--- src/rtl/flash_arb_pkg.sv ---
// Shared types and defaults for the flash read-port arbiter.
package flash_arb_pkg;

    localparam int unsigned NUM_REQ_DEF = 4;
    localparam int unsigned LEN_W_DEF   = 24;
    localparam int unsigned ADDR_W_DEF  = 25;
    localparam int unsigned TO_W_DEF    = 20;
    localparam int unsigned DATA_W      = 8;

    typedef enum logic [1:0] {
        ST_IDLE    = 2'd0,
        ST_ISSUE   = 2'd1,
        ST_XFER    = 2'd2,
        ST_RELEASE = 2'd3
    } arb_state_e;

endpackage

--- src/rtl/flash_rd_arbiter_if.sv ---
// Requester-side and flash-side signals of the shared flash read port.
interface flash_rd_arbiter_if
    import flash_arb_pkg::*;
#(
    parameter int unsigned NUM_REQ = NUM_REQ_DEF,
    parameter int unsigned LEN_W   = LEN_W_DEF,
    parameter int unsigned ADDR_W  = ADDR_W_DEF
) ();

    logic [NUM_REQ-1:0]        req_rden;
    logic [NUM_REQ*LEN_W-1:0]  req_length;
    logic [NUM_REQ*ADDR_W-1:0] req_addr;
    logic [NUM_REQ-1:0]        req_grant;
    logic [NUM_REQ-1:0]        req_valid;
    logic [NUM_REQ-1:0]        req_last;
    logic [DATA_W-1:0]         req_data;
    logic [NUM_REQ-1:0]        req_error;
    logic                      flash_rden;
    logic [LEN_W-1:0]          flash_length;
    logic [ADDR_W-1:0]         flash_addr;
    logic                      flash_valid;
    logic                      flash_last;
    logic [DATA_W-1:0]         flash_data;
    logic                      busy;

    modport master (
        input  req_rden, req_length, req_addr, flash_valid, flash_last, flash_data,
        output req_grant, req_valid, req_last, req_data, req_error,
               flash_rden, flash_length, flash_addr, busy
    );

    modport slave (
        output req_rden, req_length, req_addr, flash_valid, flash_last, flash_data,
        input  req_grant, req_valid, req_last, req_data, req_error,
               flash_rden, flash_length, flash_addr, busy
    );

endinterface

--- src/rtl/rr_arbiter.sv ---
// Picks one pending requester: round-robin from ptr (wrapping) or fixed lowest-index priority.
module rr_arbiter #(
    parameter int unsigned NUM_REQ = 4,
    parameter bit          ARB_RR  = 1'b1
) (
    input  logic [NUM_REQ-1:0]         pending,
    input  logic [$clog2(NUM_REQ)-1:0] ptr,
    output logic [NUM_REQ-1:0]         grant_c,
    output logic [$clog2(NUM_REQ)-1:0] idx_c,
    output logic                       any_c
);

    localparam int unsigned IDX_W = $clog2(NUM_REQ);

    logic [IDX_W:0]   sum;
    logic [IDX_W-1:0] idx;
    logic             found;

    assign any_c = |pending;

    // Scan candidates in priority order starting at ptr (or at 0 in fixed mode)
    always_comb begin
        grant_c = '0;
        idx_c   = '0;
        sum     = '0;
        idx     = '0;
        found   = 1'b0;
        for (int k = 0; k < NUM_REQ; k++) begin
            if (ARB_RR) begin
                sum = {1'b0, ptr} + (IDX_W+1)'(k);
                if (sum >= (IDX_W+1)'(NUM_REQ)) begin
                    sum = sum - (IDX_W+1)'(NUM_REQ);
                end
                idx = IDX_W'(sum);
            end else begin
                idx = IDX_W'(k);
            end
            if (!found && pending[idx]) begin
                grant_c[idx] = 1'b1;
                idx_c        = idx;
                found        = 1'b1;
            end
        end
    end

endmodule

--- src/rtl/flash_rd_arbiter.sv ---
// Shares one flash read-command port between NUM_REQ load engines; steers returned bytes
// to the owner and flags zero length, byte-count mismatch and return timeout.
module flash_rd_arbiter
    import flash_arb_pkg::*;
#(
    parameter int unsigned NUM_REQ = NUM_REQ_DEF,
    parameter int unsigned LEN_W   = LEN_W_DEF,
    parameter int unsigned ADDR_W  = ADDR_W_DEF,
    parameter bit          ARB_RR  = 1'b1,
    parameter int unsigned TO_W    = TO_W_DEF
) (
    input logic                sys_clk,
    input logic                glbl_rst,
    flash_rd_arbiter_if.master bus
);

    localparam int unsigned IDX_W = $clog2(NUM_REQ);

    arb_state_e state_q, state_d;

    logic [NUM_REQ-1:0] pending_q;
    logic [NUM_REQ-1:0] take_c;
    logic [NUM_REQ-1:0] pend_clr_c;
    logic [LEN_W-1:0]   len_in  [NUM_REQ];
    logic [LEN_W-1:0]   len_q   [NUM_REQ];
    logic [ADDR_W-1:0]  addr_in [NUM_REQ];
    logic [ADDR_W-1:0]  addr_q  [NUM_REQ];

    logic [NUM_REQ-1:0] arb_grant_c;
    logic [IDX_W-1:0]   arb_idx_c;
    logic               arb_any_c;
    logic [IDX_W-1:0]   ptr_q, ptr_d;

    logic [LEN_W-1:0]   byte_cnt_q, byte_cnt_d, cnt_inc_c;
    logic [TO_W-1:0]    to_cnt_q, to_cnt_d;

    logic [NUM_REQ-1:0] grant_q, grant_d;
    logic [NUM_REQ-1:0] valid_q, valid_d;
    logic [NUM_REQ-1:0] last_q, last_d;
    logic [NUM_REQ-1:0] error_q, error_d;
    logic [DATA_W-1:0]  data_q, data_d;
    logic               rden_q, rden_d;
    logic [LEN_W-1:0]   flen_q, flen_d;
    logic [ADDR_W-1:0]  faddr_q, faddr_d;
    logic               busy_q, busy_d;

    for (genvar g = 0; g < NUM_REQ; g++) begin : g_slice
        assign len_in[g]  = bus.req_length[g*LEN_W +: LEN_W];
        assign addr_in[g] = bus.req_addr[g*ADDR_W +: ADDR_W];
    end

    // A repeat pulse while pending or while owning the port is dropped
    assign take_c    = bus.req_rden & ~pending_q & ~grant_q;
    assign cnt_inc_c = byte_cnt_q + LEN_W'(1);

    rr_arbiter #(
        .NUM_REQ (NUM_REQ),
        .ARB_RR  (ARB_RR)
    ) u_arb (
        .pending (pending_q),
        .ptr     (ptr_q),
        .grant_c (arb_grant_c),
        .idx_c   (arb_idx_c),
        .any_c   (arb_any_c)
    );

    // Request capture: pending flags plus latched length/address per requester
    always_ff @(posedge sys_clk) begin
        if (glbl_rst) begin
            pending_q <= '0;
            for (int i = 0; i < NUM_REQ; i++) begin
                len_q[i]  <= '0;
                addr_q[i] <= '0;
            end
        end else begin
            for (int i = 0; i < NUM_REQ; i++) begin
                if (take_c[i]) begin
                    pending_q[i] <= 1'b1;
                    len_q[i]     <= len_in[i];
                    addr_q[i]    <= addr_in[i];
                end else if (pend_clr_c[i]) begin
                    pending_q[i] <= 1'b0;
                end
            end
        end
    end

    always_ff @(posedge sys_clk) begin
        if (glbl_rst) begin
            state_q    <= ST_IDLE;
            ptr_q      <= '0;
            byte_cnt_q <= '0;
            to_cnt_q   <= '0;
            grant_q    <= '0;
            valid_q    <= '0;
            last_q     <= '0;
            error_q    <= '0;
            data_q     <= '0;
            rden_q     <= 1'b0;
            flen_q     <= '0;
            faddr_q    <= '0;
            busy_q     <= 1'b0;
        end else begin
            state_q    <= state_d;
            ptr_q      <= ptr_d;
            byte_cnt_q <= byte_cnt_d;
            to_cnt_q   <= to_cnt_d;
            grant_q    <= grant_d;
            valid_q    <= valid_d;
            last_q     <= last_d;
            error_q    <= error_d;
            data_q     <= data_d;
            rden_q     <= rden_d;
            flen_q     <= flen_d;
            faddr_q    <= faddr_d;
            busy_q     <= busy_d;
        end
    end

    // Next state and next registered outputs; pulses default low every cycle
    always_comb begin
        state_d    = state_q;
        ptr_d      = ptr_q;
        byte_cnt_d = byte_cnt_q;
        to_cnt_d   = to_cnt_q;
        grant_d    = grant_q;
        valid_d    = '0;
        last_d     = '0;
        error_d    = '0;
        data_d     = data_q;
        rden_d     = 1'b0;
        flen_d     = flen_q;
        faddr_d    = faddr_q;
        pend_clr_c = '0;

        case (state_q)
            ST_IDLE: begin
                if (arb_any_c) begin
                    state_d    = ST_ISSUE;
                    grant_d    = arb_grant_c;
                    pend_clr_c = arb_grant_c;
                    ptr_d      = (arb_idx_c == IDX_W'(NUM_REQ - 1)) ? '0 : arb_idx_c + IDX_W'(1);
                    byte_cnt_d = '0;
                    to_cnt_d   = '0;
                    // Zero-length requests never reach the flash controller
                    if (len_q[arb_idx_c] == '0) begin
                        error_d = arb_grant_c;
                    end else begin
                        rden_d  = 1'b1;
                        flen_d  = len_q[arb_idx_c];
                        faddr_d = addr_q[arb_idx_c];
                    end
                end
            end
            ST_ISSUE: begin
                state_d = rden_q ? ST_XFER : ST_RELEASE;
            end
            ST_XFER: begin
                if (bus.flash_valid) begin
                    valid_d    = grant_q;
                    data_d     = bus.flash_data;
                    byte_cnt_d = cnt_inc_c;
                    to_cnt_d   = '0;
                    if (bus.flash_last) begin
                        last_d  = grant_q;
                        state_d = ST_RELEASE;
                        if (cnt_inc_c != flen_q) begin
                            error_d = grant_q;
                        end
                    end else if (cnt_inc_c == flen_q) begin
                        error_d = grant_q;
                        state_d = ST_RELEASE;
                    end
                end else begin
                    to_cnt_d = to_cnt_q + TO_W'(1);
                    if (to_cnt_d == '1) begin
                        error_d = grant_q;
                        state_d = ST_RELEASE;
                    end
                end
            end
            ST_RELEASE: begin
                grant_d = '0;
                state_d = ST_IDLE;
            end
            default: begin
                grant_d = '0;
                state_d = ST_IDLE;
            end
        endcase

        busy_d = (state_d != ST_IDLE);
    end

    assign bus.req_grant    = grant_q;
    assign bus.req_valid    = valid_q;
    assign bus.req_last     = last_q;
    assign bus.req_data     = data_q;
    assign bus.req_error    = error_q;
    assign bus.flash_rden   = rden_q;
    assign bus.flash_length = flen_q;
    assign bus.flash_addr   = faddr_q;
    assign bus.busy         = busy_q;

endmodule
--- src/flat_wrapper.sv ---
// flat-port wrapper written by rule: the top's interface ports become plain ports
module flash_rd_arbiter_flat import flash_arb_pkg::*;
#(
    parameter int unsigned NUM_REQ = NUM_REQ_DEF,
    parameter int unsigned LEN_W   = LEN_W_DEF,
    parameter int unsigned ADDR_W  = ADDR_W_DEF,
    parameter bit          ARB_RR  = 1'b1,
    parameter int unsigned TO_W    = TO_W_DEF
)
  (sys_clk, glbl_rst, bus_req_rden, bus_req_length, bus_req_addr, bus_flash_valid, bus_flash_last, bus_flash_data, bus_req_grant, bus_req_valid, bus_req_last, bus_req_data, bus_req_error, bus_flash_rden, bus_flash_length, bus_flash_addr, bus_busy);
  flash_rd_arbiter_if #(.NUM_REQ(NUM_REQ), .LEN_W(LEN_W), .ADDR_W(ADDR_W)) bus_i ();
  input logic sys_clk;
  input logic glbl_rst;
  input wire logic [$bits(bus_i.req_rden)-1:0] bus_req_rden;
  input wire logic [$bits(bus_i.req_length)-1:0] bus_req_length;
  input wire logic [$bits(bus_i.req_addr)-1:0] bus_req_addr;
  input wire logic [$bits(bus_i.flash_valid)-1:0] bus_flash_valid;
  input wire logic [$bits(bus_i.flash_last)-1:0] bus_flash_last;
  input wire logic [$bits(bus_i.flash_data)-1:0] bus_flash_data;
  output wire logic [$bits(bus_i.req_grant)-1:0] bus_req_grant;
  output wire logic [$bits(bus_i.req_valid)-1:0] bus_req_valid;
  output wire logic [$bits(bus_i.req_last)-1:0] bus_req_last;
  output wire logic [$bits(bus_i.req_data)-1:0] bus_req_data;
  output wire logic [$bits(bus_i.req_error)-1:0] bus_req_error;
  output wire logic [$bits(bus_i.flash_rden)-1:0] bus_flash_rden;
  output wire logic [$bits(bus_i.flash_length)-1:0] bus_flash_length;
  output wire logic [$bits(bus_i.flash_addr)-1:0] bus_flash_addr;
  output wire logic [$bits(bus_i.busy)-1:0] bus_busy;
  assign bus_i.req_rden = bus_req_rden;
  assign bus_i.req_length = bus_req_length;
  assign bus_i.req_addr = bus_req_addr;
  assign bus_i.flash_valid = bus_flash_valid;
  assign bus_i.flash_last = bus_flash_last;
  assign bus_i.flash_data = bus_flash_data;
  assign bus_req_grant = bus_i.req_grant;
  assign bus_req_valid = bus_i.req_valid;
  assign bus_req_last = bus_i.req_last;
  assign bus_req_data = bus_i.req_data;
  assign bus_req_error = bus_i.req_error;
  assign bus_flash_rden = bus_i.flash_rden;
  assign bus_flash_length = bus_i.flash_length;
  assign bus_flash_addr = bus_i.flash_addr;
  assign bus_busy = bus_i.busy;
  flash_rd_arbiter #(.NUM_REQ(NUM_REQ), .LEN_W(LEN_W), .ADDR_W(ADDR_W), .ARB_RR(ARB_RR), .TO_W(TO_W)) u_core (.sys_clk(sys_clk), .glbl_rst(glbl_rst), .bus(bus_i));
endmodule
--- config.mk ---
export PLATFORM = sky130hd
export DESIGN_NAME = flash_rd_arbiter_flat
export DESIGN_NICKNAME = d
export VERILOG_FILES = /design/src/rtl/flash_arb_pkg.sv /design/src/rtl/flash_rd_arbiter_if.sv /design/src/rtl/rr_arbiter.sv /design/src/rtl/flash_rd_arbiter.sv /design/src/flat_wrapper.sv
export SDC_FILE = /design/constraint.sdc
export NUM_CORES = 1
export LEC_CHECK = 0
export CORE_UTILIZATION = 30
export CTS_BUF_LIST = sky130_fd_sc_hd__clkbuf_16
export DETAILED_ROUTE_END_ITERATION = 12
export PLACE_DENSITY = 0.56
export SYNTH_ARGS = -nofsm -noshare
export SYNTH_HDL_FRONTEND = slang
export SYNTH_SLANG_ARGS = --single-unit
--- constraint.sdc ---
create_clock -name sys_clk -period 5.6 [get_ports sys_clk]
set_clock_uncertainty 0.1 [all_clocks]
set_input_delay 1.12 -clock sys_clk [delete_from_list [all_inputs] [get_ports sys_clk]]
set_output_delay 1.12 -clock sys_clk [all_outputs]
set_load 0.005 [all_outputs]
* After elaboration in Yosys (flattened, before gate mapping)
Memories as Yosys holds them, arrays and structs flattened. A register that Yosys moved wholly into a read port is not among the register bits.
Index checks and enable logic that the tools add are counted.
** Storage, ports and cells
- Memory bits (writable) :: 196
- Register bits :: 102
- Logic and storage cells :: 187
- Output and inout port bits :: 75
- Bits of input ports :: 212
- Memories kept :: 2
** Operators by class
- Reduce and logical (&&, ||, !) cells :: 29
- Add/subtract/negate cells :: 10
- Order comparisons :: 12
- Mux-type cells :: 88
- Bitwise gates (word level) :: 21
- Eq/ne operators :: 9
** Memories
- u_core.addr_q :: depth 4, width 25, read ports 1, clocked after Yosys merged registers in 1, wr ports 4, RTL line flash_rd_arbiter.sv:27 : logic [ADDR_W-1:0] addr_q [NUM_REQ];
- u_core.len_q :: depth 4, width 24, read ports 1, clocked after Yosys merged registers in 0, wr ports 4, RTL line flash_rd_arbiter.sv:25 : logic [LEN_W-1:0] len_q [NUM_REQ];
** Operators by type and width (number)
- 2-to-1 mux 24 bit :: 6
- 2-to-1 mux 25 bit :: 4
- 2-to-1 mux 4 bit :: 14
- case mux 24 bit (2 select lines) :: 1
- 2-to-1 mux 20 bit :: 2
- case mux 20 bit (2 select lines) :: 1
- 2-to-1 mux 1 bit :: 35
- 2-to-1 mux 2 bit :: 14
- adder 24 x 1 -> 24 bit, second input constant :: 1
- == test 24 bit :: 1
- zero test 24 bit :: 1
- != test 24 bit :: 1
- adder 20 x 1 -> 20 bit, second input constant :: 1
- == test 20 bit, second input constant :: 1
- case mux 4 bit (2 select lines) :: 2
- nonzero test 2 bit :: 7
- < comparator 2 x 3 -> 1 bit, second input constant :: 4
- bitwise OR 4 bit :: 3
- greater-or-equal comparator 3 bit, second input constant :: 3
- AND 4 bit :: 2
- binary-select mux 1 bit (select 2 bit) :: 4
- demux 1 bit (select 2 bit) :: 4
- greater-or-equal comparator 2 x 1 -> 1 bit, second input constant :: 4
- inverter 4 bit :: 2
- 19 further kinds :: 51

* Depth between registers and ports, before layout
Gate-level depths: netlist of run 1.
An unclocked memory read counts as a cell.
- Depth in word-level cells :: 19
- Gate-level depth with buffers :: 16
- Mapped depth without buffers :: 11

* Hierarchy
Synthesis of run 1 repeated with hierarchy kept, for this count alone.
** Unflattened totals
- Cells, all modules :: 1254
- Area, all modules :: 14873.0 um2
** Modules (own cells, without submodules)
- flash_rd_arbiter :: cells each 1203, seq. area each 8428.1 um2, times used 1, area an instance 14426.3 um2
- rr_arbiter :: cells each 51, seq. area each 0.0 um2, times used 1, area an instance 446.7 um2

* Least setup slack after synthesis of run 1
Ideal clock, no wire load.
- Path type :: register -> register
- From :: register u_core.ptr_q[1]
- To :: register u_core.flen_q[13], in the netlist u_core.bus.flash_length[13] (read register of u_core.len_q)
- Stages on the path, launching flop included :: 16
- Period minus slack after synthesis :: 3.948 ns
- Buffers on the path :: 4
- Data required time :: 5.372 ns
- Arrival :: 3.720 ns
- Setup time :: 0.128 ns
- Path slack :: 1.652 ns
- Path through :: dfxtp_1 clkbuf_1 inv_1 ha_1 clkbuf_1 mux4_2 or3_4 o31ai_4 nor2_4 a2111o_1 o31a_1 o31ai_2 buf_4 buf_4 mux2i_1 nor2_1
** On the way
- Cells in the longest elaborated chain, start to end :: 18
- Elaborated cells on any way between the ends :: 40
- Classes of those cells :: add/sub (7); order compare (4); mux (19); bitwise (1); reduce/logical (8); memory (1)
** Ends and longest elaborated chain
- from (decl) :: RTL line flash_rd_arbiter.sv:32 : logic [IDX_W-1:0] ptr_q, ptr_d;
- from (signal assigned) :: RTL line flash_rd_arbiter.sv:105 : ptr_q <= ptr_d;
- parallel branches: the longest is 13 deep, another holds adder 2 x 1 -> 3 bit
- 2-to-1 mux 2 bit (*) :: RTL line rr_arbiter.sv:38 : if (!found && pending[idx]) begin
- memory (4 x 24 bit) (*)
- zero test 24 bit :: RTL line flash_rd_arbiter.sv:146 : if (len_q[arb_idx_c] == '0) begin
- inverter 1 bit (no source line)
- AND reduction 3 bit (no source line)
- to (decl) :: RTL line flash_rd_arbiter.sv:43 : logic [LEN_W-1:0] flen_q, flen_d;
Mark *: on every way between the ends. The select of a mux whose other input is x is not followed.
A chain may end at the register's enable or synchronous reset.

* Final worst setup path of run 1
- From :: register u_core.ptr_q[1]
- To :: register u_core.flen_q[0], in the netlist u_core.bus.flash_length[0] (read register of u_core.len_q)
Same word-level chain as after synthesis.

==> run summary, run 1 <==
The run finished with clean final reports. The total grt overflow came out at 0. The number of gates given a new drive strength after cts is 0. The maximum fanout along the worst path came out at 44.

The number of vias per cell after detailed routing is 4.95. The most used flip-flop cell after synthesis is sky130_fd_sc_hd__edfxtp_1. The violation count after the first detailed-route iteration is 771. Setup repair after global routing left no endpoint under its margin. The post-synthesis cell area came out at 15500 µm². The global-route total usage across every layer came out at 17.6%. The remaining antenna violation count after routing is 0.

The chip width came out at 229 µm. The path depth of the worst reg2reg path is 13. The number of pins exceeding their max-slew limit in the final report came out at 0.

The maximum number of pins on one net before global-route repair is 50. The die outline area came out at 52500 µm². In this run the tool buffered the top-level ports with 286 buffer cells. The site row count is 82. Compared with the post-synthesis result, the final layout area differs by 30.9%. The first global-routing pass estimated 70700 µm of wire. Sequential cells were found to cover 54.5% of the synthesized design area. The global placement routability congestion came out at 0.847. The later pin in the worst-skew pair is clocked with a latency of 550 ps. The min-delay analysis places its worst path in the category register to register. The critical path launch point type is a register. The required time at the endpoint of the critical path is 5910 ps. The worst vdd rail ir drop is 277 µV. The cell depth of the worst hold path came out at 2.

The sum of negative setup slack came out at 0 ps. The post-route netlist has 7.99% of its cells at a drive strength greater than 1. The die height is 229 µm. Dividing total power by cell area gives a power density of 474 nW/µm². The number of buffers created by CTS is 37.

The count of flip-flops with a built-in enable after synthesis is 196. Hold repair after CTS inserted 0 buffers. The wire length per cell came out at 19.5 µm.

The post-synthesis cell type count is 66. The number of warning messages in the yosys log came out at 0. The aggregate routed wire length is 47400 µm.

The detailed-routing iteration count for the pre-antenna-repair pass came out at 5. The number of antenna violations at the first check in global routing came out at 2. The via count of the first global-routing pass came out at 11819. Of the available clock period, the critical path in the final layout requires 84.2%.

The I/O pin count is 287. The total count of hold-check failures in the final report is 0. The clock input transition at the sequential cells of the worst setup and hold paths is 50 ps.

Synthesis handed over a netlist of 1475 instances. STA puts the critical path data arrival time at 5020 ps. TritonCTS built the clock tree. In the routed design, unresolved DRC markers number 0.

The number of nets in the finished design is 1944. Once detailed placement completed, the half-perimeter wirelength came to 34100 µm. The worst setup path is captured at a register. At the pin with the least slew margin, the transition time is 1050 ps. A synthesized cell averages 10.5 µm². Derived from the worst setup path, the maximum achievable clock frequency is 212 MHz.

The worst slew margin relative to its limit is 29.5%. After floorplanning, the core was sized to cover 50500 µm². When the netlist entered floorplanning its net count stood at 1695.

In this run the post-CTS setup repair buffer count came out at 0. The starting utilization of the core area came out at 30.7%. In this run the deepest clock path goes through 3 buffers. By startpoint and endpoint, the worst setup path is classified as register to register. After routing the design area is 20300 µm².

After detailed placement, the total cell area comes to 19000 µm². The time the final worst path needs with I/O delays and setup is 4710 ps. The number of max-cap violations came out at 0. Setup violations remaining at the end of the flow were counted as 0. Counting every sink on the clock net gives 323. The flip-flop and latch count after synthesis came out at 323.

The total vias in the final route is 12010. The number of fillers in the final layout came out at 4910. The fraction of synthesis flops using an asynchronous set or reset pin is 0%. In this run the static leakage power is 7.60 nW. CTS built an H-tree with a depth of 2. In this run the clock root is driven by a sky130_fd_sc_hd__clkbuf_16.
## cell usage in the layout, fill, tap and decap left out, types with 7 or more instances in the layout
cell / n
sky130_fd_sc_hd__dfxtp_1: 127
sky130_fd_sc_hd__clkdlybuf4s50_1: 285
sky130_fd_sc_hd__xnor2_1: 24
sky130_fd_sc_hd__nand3_1: 26
sky130_fd_sc_hd__nor3_1: 18
sky130_fd_sc_hd__buf_4: 27
sky130_fd_sc_hd__clkbuf_16: 38
sky130_fd_sc_hd__mux2i_1: 60
sky130_fd_sc_hd__xor2_1: 16
sky130_fd_sc_hd__a31oi_1: 14
sky130_fd_sc_hd__or4_1: 7
sky130_fd_sc_hd__a211o_1: 28
sky130_fd_sc_hd__nor2_1: 115
sky130_fd_sc_hd__and3_1: 18
sky130_fd_sc_hd__a21oi_1: 85
sky130_fd_sc_hd__o21ai_0: 47
sky130_fd_sc_hd__nand4_1: 18
sky130_fd_sc_hd__nor4_1: 25
sky130_fd_sc_hd__a211oi_1: 8
sky130_fd_sc_hd__mux2_2: 36
sky130_fd_sc_hd__a32o_1: 10
sky130_fd_sc_hd__nand2_1: 148
sky130_fd_sc_hd__nand2b_1: 10
sky130_fd_sc_hd__and2_1: 209
sky130_fd_sc_hd__a22oi_1: 17
sky130_fd_sc_hd__edfxtp_1: 196
sky130_fd_sc_hd__inv_1: 15
sky130_fd_sc_hd__ha_1: 8
## path summary, 6_finish.rpt
kind,slack [ps],end,startpoint
worst max-delay path,890,u_core.bus.flash_length[0],u_core.ptr_q[1]
worst min-delay path,350,u_core.bus.flash_addr[10],u_core.bus.flash_addr[10]
worst max register to register,890,u_core.bus.flash_length[0],u_core.ptr_q[1]
worst min register to register,350,u_core.bus.flash_addr[10],u_core.bus.flash_addr[10]
## flip-flops by register name, indices dropped and copies added, names as in the netlist, 2 cells and up
register                 count
u_core.addr_q              100
u_core.bus.flash_addr       25
u_core.bus.flash_length     24
u_core.bus.req_data          8
u_core.bus.req_error         4
u_core.bus.req_grant         4
u_core.bus.req_last          4
u_core.bus.req_valid         4
u_core.byte_cnt_q           24
u_core.len_q                96
u_core.pending_q             4
u_core.ptr_q                 2
u_core.state_q               2
u_core.to_cnt_q             20
## per-layer routing
layer  GRT usage [%]  vias up  part of all wire (%)
li1                -     5825                     -
met5               0        -                     0
met2            29.4      348                    48
met4            6.04        0                   2.7
met3            2.71       68                   4.6
met1            23.0     5769                    45
## power by group
part / internal [W] / total (W) / switching [W]
clock: 0.00147 / 0.00248 / 0.00100
sequential: 0.00303 / 0.00335 / 0.000320
combinational: 0.00160 / 0.00377 / 0.00216
## cell usage after synthesis, types with 24 or more instances
| cell type | n | area (µm²) |
|---|---|---|
| sky130_fd_sc_hd__mux2_2 | 36 | 405 |
| sky130_fd_sc_hd__nand3_1 | 26 | 130 |
| sky130_fd_sc_hd__a211o_1 | 28 | 245 |
| sky130_fd_sc_hd__nand2_1 | 152 | 571 |
| sky130_fd_sc_hd__edfxtp_1 | 196 | 5890 |
| sky130_fd_sc_hd__o21ai_0 | 47 | 235 |
| sky130_fd_sc_hd__a21oi_1 | 85 | 425 |
| sky130_fd_sc_hd__clkbuf_1 | 79 | 297 |
| sky130_fd_sc_hd__dfxtp_1 | 127 | 2540 |
| sky130_fd_sc_hd__xnor2_1 | 24 | 210 |
| sky130_fd_sc_hd__and2_1 | 209 | 1310 |
| sky130_fd_sc_hd__nor4_1 | 25 | 156 |
| sky130_fd_sc_hd__nor2_1 | 119 | 447 |
| sky130_fd_sc_hd__mux2i_1 | 60 | 601 |
## final cells by class
class,instances,area [µm²],share of cell area [%]
Clock inverter,30,288,1.42
Tap cell,672,841,4.15
Clock buffer,38,951,4.70
Sequential cell,323,8430,41.6
Timing Repair Buffer,312,3060,15.1
Multi-Input combinational cell,1045,6660,32.9
Antenna cell,3,7.51,0.0371
Inverter,5,18.8,0.0927
## kinds of logic (layout without fill, tap and decap cells)
| kind of cell | after synthesis | count (layout) | synth area share [%] |
|---|---|---|---|
| and+or+nand+nor | 635 | 635 | 21.4 |
| DFF | 323 | 323 | 54.5 |
| AOI/OAI and AO/OA | 262 | 262 | 11.3 |
| buffers and inverters | 107 | 385 | 2.88 |
| muxes | 100 | 100 | 7.08 |
| xor gates and xnor gates | 40 | 40 | 2.26 |
| adders and majority gates | 8 | 8 | 0.647 |
| other | 0 | 3 | 0 |
## metrics by stage
step           instances  utilization, %  hold WS (ps)  worst slack, ps  total power, W
6_report            2428            40.1           354              885         0.00960
2_1_floorplan       1475               -           353             1650         0.00590
4_1_cts             2425            40.1           358              894         0.00969
3_3_place_gp        2357            37.7           344             1030         0.00713
5_1_grt             2427            40.1           376              601          0.0101
3_5_place_dp        2357            37.7           350              923         0.00718
## worst max-delay path, cell delays in order (launching register included)
cell and delay, ps:
sky130_fd_sc_hd__dfxtp_1 590, sky130_fd_sc_hd__inv_1 150, sky130_fd_sc_hd__ha_1 440, sky130_fd_sc_hd__mux4_2 480, sky130_fd_sc_hd__or3_4 430, sky130_fd_sc_hd__o31ai_4 130
sky130_fd_sc_hd__nor2_4 220, sky130_fd_sc_hd__buf_4 300, sky130_fd_sc_hd__a2111o_1 430, sky130_fd_sc_hd__o31a_1 290, sky130_fd_sc_hd__o31ai_4 250, sky130_fd_sc_hd__buf_4 460
sky130_fd_sc_hd__mux2i_1 240, sky130_fd_sc_hd__nor2_1 60
Note: power is estimated with default switching activity, not from simulation.
==> run 2, diff against run 1 <==
PLACE_DENSITY = 0.58   (was 0.56)
clock period = 3.8 ns   (was 5.6 ns; I/O delays follow)
==> run summary, run 2 (synthesis results as in run 1) <==
The run finished with clean final reports. The post-detailed-route DRC marker count came out at 0. The core region area came out at 50500 µm².

The met1 usage in global routing is 23.2%. The tightest min-delay check is of the register to register type. The maximum fanout along the worst path is 14. The number of hold buffers added after CTS was 0. The via count of the first global-routing pass came to 11955. The chip width came out at 229 µm. The worst vdd rail ir drop is 469 µV. The count of nets left with antenna violations once routing finished came out at 0. The net switching component of the power came out at 0.00526 W.

The met2 track demand over resource in global routing came out at 28.8%. The slowest stage of the critical path belongs to the cell sky130_fd_sc_hd__a2111o_1. The detailed-routing iteration count for the pre-antenna-repair pass is 7.

For this block, the initial DRC count from the detailed router was 925. The die outline area came out at 52500 µm². The clock latency on the worst-skew pair came out at 560 ps. The flip-flop count of the largest register, all copies and words added is 100. The fraction of final layout cells sized beyond drive strength 1 came out at 9.67%. The required time at the endpoint of the critical path came out at 4100 ps. The number of vias per cell after detailed routing came out at 4.98. The buffer cell driving the clock tree root is sky130_fd_sc_hd__clkbuf_16. The detailed router placed 12221 vias in this run.

The final cycle utilization of the critical path came out at 97.0%. The placement-stage worst setup slack is -148 ps. The most common library cell in the layout ignoring fill and taps is sky130_fd_sc_hd__clkdlybuf4s50_1. The starting utilization of the core area came out at 30.7%.

Data arrives at the worst endpoint at 3990 ps. The internal portion of total power is 0.00924 W. Derived from the worst setup path, the maximum achievable clock frequency is 271 MHz. The H-tree level count came out at 2. Walking the worst path, the cells encountered are inv_1 -> ha_4 -> mux4_2 -> or3_4 -> o31ai_4 -> nor2_4 -> a2111o_1 -> o31a_1 -> o31ai_4 -> buf_4 -> buf_4 -> a211o_1 -> a21oi_1. Entering global routing, the biggest net connects 59 pins. Measured along the y axis, the die boundary spans 229 µm. The wire length per cell came out at 19.3 µm. The post-detailed-placement cell area is 19200 µm². The maximum cell stage delay along the critical path came out at 480 ps. The critical path start-end classification is register to register. The design draws 0.0145 W. Per report_power, the sequential group accounts for 34.0% of the total. The total grt overflow came out at 0. TritonCTS built the clock tree. The number of antenna violations at the first check in global routing came out at 3. STA classifies the critical path endpoint as a register.

Once detailed placement completed, the half-perimeter wirelength came to 33600 µm. The I/O pin count is 287. Compared with the post-synthesis result, the final layout area differs by 32.8%. The top cell types in the final layout, fill and taps aside, are 285 x sky130_fd_sc_hd__clkdlybuf4s50_1, 209 x sky130_fd_sc_hd__and2_1, 196 x sky130_fd_sc_hd__edfxtp_1. The number of pins exceeding their max-slew limit in the final report came to 0. The site row count came out at 82.

The register with the most flip-flops in the final layout is u_core.addr_q. The path depth of the worst reg2reg path is 13. Of the total power, the share spent switching nets is 36.3%. The clock tree buffer depth came out at 3. The finished cells cover 20600 µm². The global placement routability congestion came out at 0.872. The smallest clock period supported by the final layout is computed as 3690 ps.

The global-route met3 utilization is 2.74%. The total leakage power is 7.74 nW. The layer flagged by global routing as most heavily used is met2. For this design the ratio of total power to cell area is 705 nW/µm². The routed design has 47300 µm of wire. The number of nets in the finished design came out at 1969. The worst slew margin relative to its limit is 33.2%. The worst setup margin is 113 ps. The number of buffers created by CTS came out at 38. The share of power burned in the clock network is 24.6%.

At the pin with the least slew margin, the transition time is 999 ps. The wire length of the first global-routing pass is 70500 µm. The number of max-cap violations came out at 0. The worst setup path is launched from a register.

The clock input transition at the sequential cells of the worst setup and hold paths came out at 60 ps. The cell depth of the worst hold path is 2. The final number of setup-violating endpoints came out at 0. During placement, the flow inserted port buffers numbering 286. The global-route total usage across every layer came out at 17.5%. The total count of hold-check failures in the final report came out at 0.

The combinational share of power is 41.5%. The register-to-register path setup slack came out at 110 ps. The clock sink count is 323.
[run 2: worst max-delay path, delay by kind of cell (launching register included)]
| kind | cells | cell delay, ps |
|---|---|---|
| simple gates | 2 | 550 |
| compound gates | 6 | 1340 |
| fa+ha+maj | 1 | 320 |
| buf+inv | 3 | 470 |
| mux | 1 | 400 |
| flops | 1 | 330 |
[run 2: layout make-up]
| type | instances | area, µm² |
|---|---|---|
| fill | 4842 | 29900 |
| sequential | 323 | 8430 |
| multi-input combinational | 1045 | 6720 |
| timing repair buffer | 336 | 3340 |
| clock buffer | 38 | 951 |
| tap | 672 | 841 |
| clock inverter | 32 | 260 |
| inverter | 5 | 18.8 |
| antenna | 2 | 5.00 |
[run 2: final timing paths]
check / startpoint / end
min reg2reg: u_core.bus.req_data[1] / u_core.bus.req_data[1]
min: u_core.bus.req_data[1] / u_core.bus.req_data[1]
max: u_core.ptr_q[1] / u_core.bus.flash_addr[18]
max reg2reg: u_core.ptr_q[1] / u_core.bus.flash_addr[18]
[run 2: routing by layer]
layer | vias to the layer above | wire length, µm | part of all wire [%]
li1 | 5855 | - | -
met1 | 5850 | 20800 | 44
met2 | 432 | 22400 | 47
met3 | 84 | 2720 | 5.7
met4 | 0 | 1320 | 2.8
met5 | - | 0 | 0
[run 2: power by group through the flow]
stage	sequential [W]	clock, W	combinational (W)
after detailed placement	0.00499	0	0.00584
after CTS	0.00493	0.00365	0.00591
after global routing	0.00499	0.00378	0.00655
after floorplan	0.00478	0	0.00391
after global placement	0.00498	0	0.00573
final	0.00492	0.00357	0.00601
[run 2: stage by stage]
stage / util (%) / hold WS, ps / setup TNS, ps / instances
2_1_floorplan: - / 353 / 0 / 1475
3_3_place_gp: 38.1 / 345 / -5.57 / 2374
3_5_place_dp: 38.1 / 349 / -5190 / 2374
4_1_cts: 40.6 / 353 / 0 / 2448
5_1_grt: 40.7 / 377 / -586 / 2453
6_report: 40.7 / 354 / 0 / 2453
[run 2: timing repair]
item	CTS	global route
setup endpoints to repair	49	53
setup buffers	4	3
pin swaps	2	2
gates resized for setup	0	11
gates cloned	0	0
hold endpoints to repair	0	0
